### config.mk
export PLATFORM = sky130hd
export DESIGN_NAME = systolic_feeder_flat
export DESIGN_NICKNAME = d
export VERILOG_FILES = /design/src/rtl/systolic_feeder_pkg.sv /design/src/rtl/systolic_feeder_if.sv /design/src/rtl/systolic_feeder_skew_delay_line.sv /design/src/rtl/systolic_feeder.sv /design/src/flat_wrapper.sv
export SDC_FILE = /design/constraint.sdc
export NUM_CORES = 1
export LEC_CHECK = 0
export ABC_AREA = 1
export BUFFER_PORTS_ARGS = -buffer_cell sky130_fd_sc_hd__buf_2
export CORE_UTILIZATION = 45
export CTS_CLUSTER_SIZE = 10
export DETAILED_ROUTE_END_ITERATION = 7
export PLACE_DENSITY = 0.63
export SLEW_MARGIN = 25
export SYNTH_ARGS = -nofsm -noshare
export SYNTH_HDL_FRONTEND = slang
export SYNTH_SLANG_ARGS = --single-unit
### constraint.sdc
create_clock -name clk -period 3.8 [get_ports clk]
set_input_delay 0.95 -clock clk [delete_from_list [all_inputs] [get_ports clk]]
set_output_delay 0.95 -clock clk [all_outputs]
set_load 0.03 [all_outputs]
### src/rtl/systolic_feeder_pkg.sv
// Shared definitions for the systolic array input feeder: FSM encoding and
// drain length helper.
package feeder_pkg;

  typedef enum logic [1:0] {
    ST_IDLE  = 2'd0,
    ST_LOAD  = 2'd1,
    ST_DRAIN = 2'd2,
    ST_DONE  = 2'd3
  } state_e;

  // Default array dimension of the dpu grid this feeder drives.
  localparam int FEEDER_N = 4;

  // Cycles needed after the last accept for the far-corner PE to see it.
  function automatic int drain_cycles(input int n);
    return 2 * n;
  endfunction

  localparam int DRAIN_CYCLES = drain_cycles(FEEDER_N);

endpackage

### src/rtl/systolic_feeder_if.sv
// Handshake / operand bus between the job producer and the feeder, plus the
// array-side outputs. master = producer/consumer side, slave = feeder.
interface systolic_feeder_if #(
  parameter int DATA_WIDTH = 8,
  parameter int N          = 4,
  parameter int KW         = 8
);
  logic                    start;
  logic [KW-1:0]           k_len;
  logic                    abort;
  logic                    in_valid;
  logic                    in_ready;
  logic [N*DATA_WIDTH-1:0] a_vec;
  logic [N*DATA_WIDTH-1:0] b_vec;
  logic [N*DATA_WIDTH-1:0] a_skew;
  logic [N*DATA_WIDTH-1:0] b_skew;
  logic                    array_en;
  logic                    busy;
  logic                    done;
  logic                    result_ack;

  modport master (
    output start, k_len, abort, in_valid, a_vec, b_vec, result_ack,
    input  in_ready, a_skew, b_skew, array_en, busy, done
  );

  modport slave (
    input  start, k_len, abort, in_valid, a_vec, b_vec, result_ack,
    output in_ready, a_skew, b_skew, array_en, busy, done
  );
endinterface

### src/rtl/systolic_feeder_skew_delay_line.sv
// Fixed-depth operand delay line for one lane. Shifts every cycle; the
// producer feeds zeros when it has nothing, so the lane timing never stalls.
module skew_delay_line #(
  parameter int DATA_WIDTH = 8,
  parameter int DEPTH      = 1
) (
  input  logic                  clk,
  input  logic                  rst_n,
  input  logic                  i_clr,
  input  logic [DATA_WIDTH-1:0] i_d,
  output logic [DATA_WIDTH-1:0] o_q
);
  logic [DEPTH-1:0][DATA_WIDTH-1:0] r_pipe;

  // shift register; async reset and synchronous soft clear both empty it
  always_ff @(posedge clk or negedge rst_n) begin
    if (!rst_n) begin
      r_pipe <= '0;
    end else if (i_clr) begin
      r_pipe <= '0;
    end else begin
      r_pipe[0] <= i_d;
      for (int k = 1; k < DEPTH; k++) r_pipe[k] <= r_pipe[k-1];
    end
  end

  assign o_q = r_pipe[DEPTH-1];
endmodule

### src/rtl/systolic_feeder.sv
// Input-staging stage for the N x N dpu array: accepts A-column / B-row
// vectors, skews lane i by i cycles, and sequences LOAD -> DRAIN -> DONE.
module systolic_feeder
  import feeder_pkg::*;
#(
  parameter int DATA_WIDTH = 8,
  parameter int N          = FEEDER_N,
  parameter int KW         = 8
) (
  input logic              clk,
  input logic              rst_n,
  systolic_feeder_if.slave bus
);
  localparam int DRAIN_LEN = drain_cycles(N);
  localparam int DCW       = $clog2(DRAIN_LEN);

  state_e                           r_state, w_state_nxt;
  logic [KW-1:0]                    r_k_len;
  logic [KW-1:0]                    r_acc_cnt, w_acc_nxt;
  logic [DCW-1:0]                   r_drain_cnt, w_drain_nxt;
  logic                             w_in_ready;
  logic                             w_accept;
  logic                             w_start_ok;
  logic                             r_array_en, r_busy, r_done;
  logic [N-1:0][DATA_WIDTH-1:0]     r_a_stg, r_b_stg;
  logic [N-1:0][DATA_WIDTH-1:0]     w_a_skew, w_b_skew;

  assign w_in_ready = (r_state == ST_LOAD);
  assign w_accept   = bus.in_valid && w_in_ready;
  assign w_start_ok = (r_state == ST_IDLE) && bus.start && (bus.k_len != '0);

  // state, counters and job length register
  always_ff @(posedge clk or negedge rst_n) begin
    if (!rst_n) begin
      r_state     <= ST_IDLE;
      r_acc_cnt   <= '0;
      r_drain_cnt <= '0;
      r_k_len     <= '0;
    end else begin
      r_state     <= w_state_nxt;
      r_acc_cnt   <= w_acc_nxt;
      r_drain_cnt <= w_drain_nxt;
      if (bus.abort)       r_k_len <= '0;
      else if (w_start_ok) r_k_len <= bus.k_len;
    end
  end

  // next-state and counter update; abort overrides everything
  always_comb begin
    w_state_nxt = r_state;
    w_acc_nxt   = r_acc_cnt;
    w_drain_nxt = r_drain_cnt;
    unique case (r_state)
      ST_IDLE: begin
        if (w_start_ok) begin
          w_state_nxt = ST_LOAD;
          w_acc_nxt   = '0;
        end
      end
      ST_LOAD: begin
        if (w_accept) begin
          w_acc_nxt = r_acc_cnt + KW'(1);
          if (r_acc_cnt == r_k_len - KW'(1)) begin
            w_state_nxt = ST_DRAIN;
            w_drain_nxt = '0;
          end
        end
      end
      ST_DRAIN: begin
        w_drain_nxt = r_drain_cnt + DCW'(1);
        if (r_drain_cnt == DCW'(DRAIN_LEN - 1)) begin
          w_state_nxt = ST_DONE;
          w_drain_nxt = '0;
        end
      end
      ST_DONE: begin
        // result_ack wins over a simultaneous start: we only return to IDLE
        if (bus.result_ack) w_state_nxt = ST_IDLE;
      end
      default: w_state_nxt = ST_IDLE;
    endcase
    if (bus.abort) begin
      w_state_nxt = ST_IDLE;
      w_acc_nxt   = '0;
      w_drain_nxt = '0;
    end
  end

  // status outputs registered from next-state so they move with the state edge;
  // array_en dropping on IDLE entry is what clears the dpu sums
  always_ff @(posedge clk or negedge rst_n) begin
    if (!rst_n) begin
      r_array_en <= 1'b0;
      r_busy     <= 1'b0;
      r_done     <= 1'b0;
    end else begin
      r_array_en <= (w_state_nxt != ST_IDLE);
      r_busy     <= (w_state_nxt != ST_IDLE);
      r_done     <= (w_state_nxt == ST_DONE);
    end
  end

  // input staging: accepted vector or a zero bubble, identical for all lanes
  always_ff @(posedge clk or negedge rst_n) begin
    if (!rst_n) begin
      r_a_stg <= '0;
      r_b_stg <= '0;
    end else if (bus.abort) begin
      r_a_stg <= '0;
      r_b_stg <= '0;
    end else if (w_accept) begin
      r_a_stg <= bus.a_vec;
      r_b_stg <= bus.b_vec;
    end else begin
      r_a_stg <= '0;
      r_b_stg <= '0;
    end
  end

  // lane i gets i+1 extra registers behind the staging flop
  for (genvar gi = 0; gi < N; gi++) begin : g_lane
    skew_delay_line #(.DATA_WIDTH(DATA_WIDTH), .DEPTH(gi + 1)) u_a_dly (
      .clk   (clk),
      .rst_n (rst_n),
      .i_clr (bus.abort),
      .i_d   (r_a_stg[gi]),
      .o_q   (w_a_skew[gi])
    );
    skew_delay_line #(.DATA_WIDTH(DATA_WIDTH), .DEPTH(gi + 1)) u_b_dly (
      .clk   (clk),
      .rst_n (rst_n),
      .i_clr (bus.abort),
      .i_d   (r_b_stg[gi]),
      .o_q   (w_b_skew[gi])
    );
  end

  assign bus.in_ready = w_in_ready;
  assign bus.a_skew   = w_a_skew;
  assign bus.b_skew   = w_b_skew;
  assign bus.array_en = r_array_en;
  assign bus.busy     = r_busy;
  assign bus.done     = r_done;
endmodule

### src/flat_wrapper.sv
// flat-port wrapper written by rule: the top's interface ports become plain ports
module systolic_feeder_flat import feeder_pkg::*;
#(
  parameter int DATA_WIDTH = 8,
  parameter int N          = FEEDER_N,
  parameter int KW         = 8
)
  (clk, rst_n, bus_start, bus_k_len, bus_abort, bus_in_valid, bus_a_vec, bus_b_vec, bus_result_ack, bus_in_ready, bus_a_skew, bus_b_skew, bus_array_en, bus_busy, bus_done);
  systolic_feeder_if #(.DATA_WIDTH(DATA_WIDTH), .N(N), .KW(KW)) bus_i ();
  input logic clk;
  input logic rst_n;
  input wire logic [$bits(bus_i.start)-1:0] bus_start;
  input wire logic [$bits(bus_i.k_len)-1:0] bus_k_len;
  input wire logic [$bits(bus_i.abort)-1:0] bus_abort;
  input wire logic [$bits(bus_i.in_valid)-1:0] bus_in_valid;
  input wire logic [$bits(bus_i.a_vec)-1:0] bus_a_vec;
  input wire logic [$bits(bus_i.b_vec)-1:0] bus_b_vec;
  input wire logic [$bits(bus_i.result_ack)-1:0] bus_result_ack;
  output wire logic [$bits(bus_i.in_ready)-1:0] bus_in_ready;
  output wire logic [$bits(bus_i.a_skew)-1:0] bus_a_skew;
  output wire logic [$bits(bus_i.b_skew)-1:0] bus_b_skew;
  output wire logic [$bits(bus_i.array_en)-1:0] bus_array_en;
  output wire logic [$bits(bus_i.busy)-1:0] bus_busy;
  output wire logic [$bits(bus_i.done)-1:0] bus_done;
  assign bus_i.start = bus_start;
  assign bus_i.k_len = bus_k_len;
  assign bus_i.abort = bus_abort;
  assign bus_i.in_valid = bus_in_valid;
  assign bus_i.a_vec = bus_a_vec;
  assign bus_i.b_vec = bus_b_vec;
  assign bus_i.result_ack = bus_result_ack;
  assign bus_in_ready = bus_i.in_ready;
  assign bus_a_skew = bus_i.a_skew;
  assign bus_b_skew = bus_i.b_skew;
  assign bus_array_en = bus_i.array_en;
  assign bus_busy = bus_i.busy;
  assign bus_done = bus_i.done;
  systolic_feeder #(.DATA_WIDTH(DATA_WIDTH), .N(N), .KW(KW)) u_core (.clk(clk), .rst_n(rst_n), .bus(bus_i));
endmodule
Yosys cells after proc, flatten, opt, wreduce, memory -nomap -nowiden
Cells that the tools add are included.
{"block": "op_classes", "n_eq_ne": 9, "addsub": 3, "reduce_logical": 11, "muxes": 30}
{"op": "32-bit two-way mux", "count": 6}
{"op": "8-bit two-way mux", "count": 7}
{"op": "24-bit two-way mux", "count": 2}
{"op": "16-bit two-way mux", "count": 2}
{"op": "8-bit case mux with 2 select lines", "count": 1}
{"op": "2-bit two-way mux", "count": 6}
{"op": "3-bit two-way mux", "count": 4}
{"op": "8-bit by 1-bit adder with 8-bit output, second input constant", "count": 1}
{"op": "8-bit equality test", "count": 1}
{"op": "2-bit case mux with 4 select lines", "count": 1}
{"op": "8-bit nonzero test", "count": 1}
{"op": "8-bit by 1-bit subtractor with 8-bit output, second input constant", "count": 1}
{"op": "2-bit equality test, second input constant", "count": 3}
{"op": "3-bit != test, second input constant", "count": 2}
{"op": "3-bit case mux with 2 select lines", "count": 1}
{"op": "3-bit AND reduction", "count": 2}
{"op": "3-bit nonzero test", "count": 2}
{"op": "2-bit nonzero test", "count": 2}
{"op": "3-bit by 1-bit adder with 3-bit output, second input constant", "count": 1}
{"op": "3-bit equality test, second input constant", "count": 1}
{"op": "1-bit logical AND", "count": 3}
{"op": "3-bit by 2-bit != test with 1-bit output, second input constant", "count": 1}
{"op": "2-bit by 1-bit equality test with 1-bit output, second input constant", "count": 1}
{"op": "2-bit zero test", "count": 1}
{"block": "word_totals", "input_bits": 78, "word_cells": 87, "out_inout_bits": 68, "ff_bits": 247}

Logic depth before layout (Yosys ltp)
{"block": "logic_depth", "depth_word": 7, "mapped_depth": 14, "depth_no_buf": 14}

Cells and area by module
A second synthesis with hierarchy kept.
{"block": "hier_totals", "cells_unflattened": 963, "hier_area_um2": 9442.8}
{"mod": "systolic_feeder", "seq_area_each_um2": 2177.1, "area_each_um2": 3674.8, "instances": 1, "cells_each": 419}
{"mod": "skew_delay_line (u_core.g_lane[3].u_a_dly ...)", "seq_area_each_um2": 800.8, "area_each_um2": 1134.8, "instances": 2, "cells_each": 107}
{"mod": "skew_delay_line (u_core.g_lane[2].u_a_dly ...)", "seq_area_each_um2": 600.6, "area_each_um2": 863.3, "instances": 2, "cells_each": 82}
{"mod": "skew_delay_line (u_core.g_lane[1].u_a_dly ...)", "seq_area_each_um2": 400.4, "area_each_um2": 614.3, "instances": 2, "cells_each": 58}
{"mod": "skew_delay_line (u_core.g_lane[0].u_a_dly ...)", "seq_area_each_um2": 200.2, "area_each_um2": 271.5, "instances": 2, "cells_each": 25}

Least setup slack after synthesis
OpenSTA, ideal clock, no wires.
{"block": "synth_timing", "path_type": "input to register", "startpoint": "input bus_k_len[7]", "endpoint": "register u_core.r_acc_cnt[3]", "slack_ns": 1.874, "cell_stages": 7, "required_ns": 3.673, "setup_ns": 0.127, "arrival_ns": 1.799, "n_path_buf": 1, "path_cell_list": "nor4_1 > nand2_1 > nand3_1 > nand3b_1 > buf_2 > nand3_1 > o21ai_0"}
{"block": "synth_between", "elab_chain_len": 4}
{"element": "from (decl)", "line_no": "flat_wrapper.sv:13", "rtl": "input wire logic [$bits(bus_i.k_len)-1:0] bus_k_len;"}
{"element": "8-bit nonzero test", "line_no": "systolic_feeder.sv:30", "rtl": "assign w_start_ok = (r_state == ST_IDLE) && bus.start && (bus.k_len != '0);"}
{"element": "1-bit logical AND", "line_no": "systolic_feeder.sv:30"}
{"element": "3-bit by 2-bit != test with 1-bit output (no source line)"}
{"element": "3-bit AND reduction (no source line)"}
{"element": "to (signal assigned)", "line_no": "systolic_feeder.sv:41", "rtl": "r_acc_cnt <= w_acc_nxt;"}
{"element": "to (decl)", "line_no": "systolic_feeder.sv:19", "rtl": "logic [KW-1:0] r_acc_cnt, w_acc_nxt;"}
No other way between the ends.
A chain may end at the register's enable or synchronous reset.

Worst setup path in the final report
{"block": "layout_timing", "startpoint": "register u_core.r_state[1]", "endpoint": "output bus_in_ready"}
{"block": "layout_between", "elab_chain_len": 1}
{"element": "from (decl)", "line_no": "systolic_feeder.sv:17", "rtl": "state_e r_state, w_state_nxt;"}
{"element": "from (signal assigned)", "line_no": "systolic_feeder.sv:40", "rtl": "r_state <= w_state_nxt;"}
{"element": "2-bit by 1-bit equality test with 1-bit output", "line_no": "systolic_feeder.sv:28", "rtl": "assign w_in_ready = (r_state == ST_LOAD);"}
{"element": "to (decl)", "line_no": "flat_wrapper.sv:19", "rtl": "output wire logic [$bits(bus_i.in_ready)-1:0] bus_in_ready;"}
No other way between the ends.

==> impl_results.md <==
- Post-synth ARST share: 100%
- CTS HTree Levels: 1
- Fillers: 1,847
- Xor-xnor portion of the synthesized cell area: 0.664%
- Number of flops mapped to enable cells by yosys: 0
- Worst EP required: about 2.9 ns
- WL/cell: 12.0 um
- Final #Nets: 1,138
- R2r startpoint: u_core.r_k_len[0]$_DFFE_PN0P_
- Count of final setup violators: 0
- Clk buf depth: 3
- Sequential power share: 50.7%
- Setup crit start kind: flip-flop
- Internal: 4.14 mW
- Slew headroom: just over 50%
- Max Fclk: 413 MHz
- Die width: 145 um
- Worst-Skew Late Latency: roughly 0.53 ns
- Cell Count, Final, Fillers Out: 1,329
- P per Cell Area: 511 nW/um^2
- Setup Total Neg Slack: 0 ns
- Adder-cell share of the synthesized area: less than 1%
- Synthesized flop and latch total: approximately 250
- # rows: 52
- Yosys cell types: 29
- Post-Syn Nets: about 1,000
- DRC: 0
- CP max FO: 6
- Clock Power Share: 40.9%
- Worst EP arrival: 1.47 ns
- Root buf cell: clkbuf_16
- Largest net degree at the start of global routing: 163
- Vias per inst: 4.23
- Sequential area share after synthesis: 66.9%
- Slew @ Worst Pin: roughly 0.73 ns
- Synth Instances: 956
- Layout cell share with drive strength beyond 1: 18.1%
- TritonCTS clock tree: done
- Hold buffer count at CTS: 0
- Sw Ratio: 23.6%
- Final wirelength: 15,900 um
- Worst reg-to-reg setup slack: about 1.9 ns
- Placed cells: 1,296
- Initial antenna violation count: 4
- Synth Area in Simple Gates: between 15 and 20%
- GR Util All Layers: 15.8%
- Grt ovf: 0
- Hold slack final: 0.382 ns
- Core area: 20,200 sq um
- Gpl congestion: ~0.85
- Final period utilization: 63.7%
- 1st-pass router iterations: 4
- Global-route wire length before repair: 26,600 um
- Hold Path Class: in -> async
- Final antenna-violating net count: 0
- Worst-path clk slew: roughly 0.05 ns
- Initial DRC Count: 286
- Final core utilization: 52.6%
- Area delta synth->final: 14.9%
- Initial Utilization: 45.8%
- Final hold violations: 0
- Number of max-cap violations: 0
- Clock sink count: 247
- CP Class: reg -> out
- Leak: 5.63 nW
- Final Skew: 0.0137 ns
- Slew Viols, Final: 0
- CTS resizes: 0
- Ys Warns: 0
- RSZ-0062 raised after global routing: no
- Synthesized area: 9240 sq um
- Crit path time final: 2.42 ns
- Die area: 21,100 sq um
- Combinational fraction of design power: between 8 and 9%
- Post CTS Setup Buffer Count: 0
- Worst setup path start: u_core.r_state[1]$_DFF_PN0_
- Number of port buffers: 145
- Top_reg_cell synth: dfrtp_1
- IO Count: 146
- Sw Pwr: ~1.3 mW
- Die height: roughly 150 um
- CP Capture Type: output pin
- Detailed placement HPWL: about 10000 um
- Outcome: completed
- Maximum vdd drop: 0.299 mV
- Vias in the first global route: 5,395
- Tot Pwr: 5.42 mW
- Complex-gate fraction of the synthesized area: 1.22%
- Mux cell area share after synthesis: 0%
- Avg Inst Size Synth: between 9 and 10 sq um
- Combinational family with the most area after synthesis: simple AND/OR/NAND/NOR gates
- Vias after detailed routing: 5,623
- CTS buffer count: 28
[path summary, 6_finish.rpt]
kind,cells past startpoint,end
max in group asynchronous,2,u_core.g_lane[1].u_b_dly.r_pipe[5]$_DFF_PN0_
worst min register to register,2,u_core.g_lane[1].u_b_dly.o_q[3]$_DFF_PN0_
worst min-delay path,1,u_core.g_lane[2].u_a_dly.o_q[5]$_DFF_PN0_
min in group clk,2,u_core.g_lane[1].u_b_dly.o_q[3]$_DFF_PN0_
worst max register to register,13,u_core.bus.done$_DFF_PN0_
worst max-delay path,4,bus_in_ready
[synth_stat cells (2+ instances only)]
master / n / area, sq um
dfrtp_1: 247 / 6180
nor2_1: 243 / 912
inv_1: 186 / 698
nand2_1: 126 / 473
buf_4: 49 / 368
clkbuf_1: 21 / 78.8
nand3_1: 20 / 100
o21ai_0: 18 / 90.1
buf_2: 7 / 35.0
buf_1: 5 / 18.8
ha_1: 4 / 50.1
xor2_1: 4 / 35.0
nor4_1: 3 / 18.8
xnor2_1: 3 / 26.3
nand2_2: 2 / 12.5
nand3_2: 2 / 20.0
nand3b_1: 2 / 15.0
nand4_1: 2 / 12.5
nor3_1: 2 / 10.0
[kinds of logic (layout without fill, tap and decap cells)]
family,count (synthesis),after routing
AOI/OAI and AO/OA,21,21
xor gates and xnor gates,7,7
adders and majority gates,4,4
buffers and inverters,270,372
DFF,247,247
other,0,1
and+or+nand+nor,407,407
[routing by layer]
metal,GRT usage [%],vias up,wire [um]
met5,0,-,40
met4,6.16,6,520
met3,3.43,45,865
met2,26.0,130,7630
met1,20.3,2561,6850
li1,-,2881,-
[sequential cells by signal, indices dropped and copies added (netlist names)]
signal and flops:
u_core.r_drain_cnt 3, u_core.r_k_len 8, u_core.r_acc_cnt 8, u_core.bus.array_en 1, u_core.r_a_stg 32, u_core.g_lane.u_b_dly.r_pipe 48
u_core.r_state 2, u_core.g_lane.u_b_dly.o_q 32, u_core.r_b_stg 32, u_core.bus.done 1, u_core.g_lane.u_a_dly.r_pipe 48, u_core.g_lane.u_a_dly.o_q 32
[cell type report]
| type | count | area [sq um] | share of cell area, % |
|---|---|---|---|
| Inverter | 187 | 702 | 6.61 |
| Sequential cell | 247 | 6180 | 58.2 |
| Clock inverter | 1 | 16.3 | 0.153 |
| Timing Repair Buffer | 153 | 823 | 7.76 |
| Antenna cell | 1 | 2.50 | 0.0236 |
| Multi-Input combinational cell | 439 | 1840 | 17.3 |
| Clock buffer | 31 | 712 | 6.71 |
| Tap cell | 270 | 338 | 3.18 |
[stage by stage]
stage               setup slack, ns  cell area [sq um]
CTS                            1.37              10600
global route                   1.32              10600
floorplan                      1.87               9240
detailed placement             1.44               9880
finish                         1.38              10600
global placement               1.48               9880
[power groups by stage]
stage | Combinational [mW] | Sequential (mW) | Clock (mW)
3_3_place_gp | 0.462 | 2.79 | 0
6_report | 0.460 | 2.75 | 2.22
3_5_place_dp | 0.467 | 2.79 | 0
2_1_floorplan | 0.278 | 2.80 | 0
4_1_cts | 0.469 | 2.75 | 2.29
5_1_grt | 0.526 | 2.75 | 2.40
[critical path, stage by stage (launching register included)]
cell,delay [ns]
dfrtp_1,0.41
inv_2,0.11
nand2_4,0.09
inv_1,0.12
buf_2,0.21
[cell usage in the layout, fill, tap and decap left out, types with 2 or more instances in the layout]
| cell | netlist | final |
|---|---|---|
| nor4_1 | 3 | 3 |
| dfrtp_1 | 247 | 247 |
| nand3_1 | 20 | 20 |
| nand3b_1 | 2 | 2 |
| nand3_2 | 2 | 2 |
| buf_4 | 49 | 7 |
| xnor2_1 | 3 | 3 |
| o21ai_0 | 18 | 18 |
| nor3_1 | 2 | 2 |
| inv_2 | 1 | 2 |
| nand4_1 | 2 | 2 |
| clkbuf_16 | 0 | 28 |
| clkbuf_1 | 21 | 3 |
| inv_1 | 186 | 185 |
| buf_12 | 0 | 2 |
| buf_2 | 7 | 143 |
| ha_1 | 4 | 4 |
| xor2_1 | 4 | 4 |
| nand2_1 | 126 | 126 |
| nor2_1 | 243 | 243 |
| nand2_2 | 2 | 2 |
No activity file was read; power rests on OpenSTA's default activity.
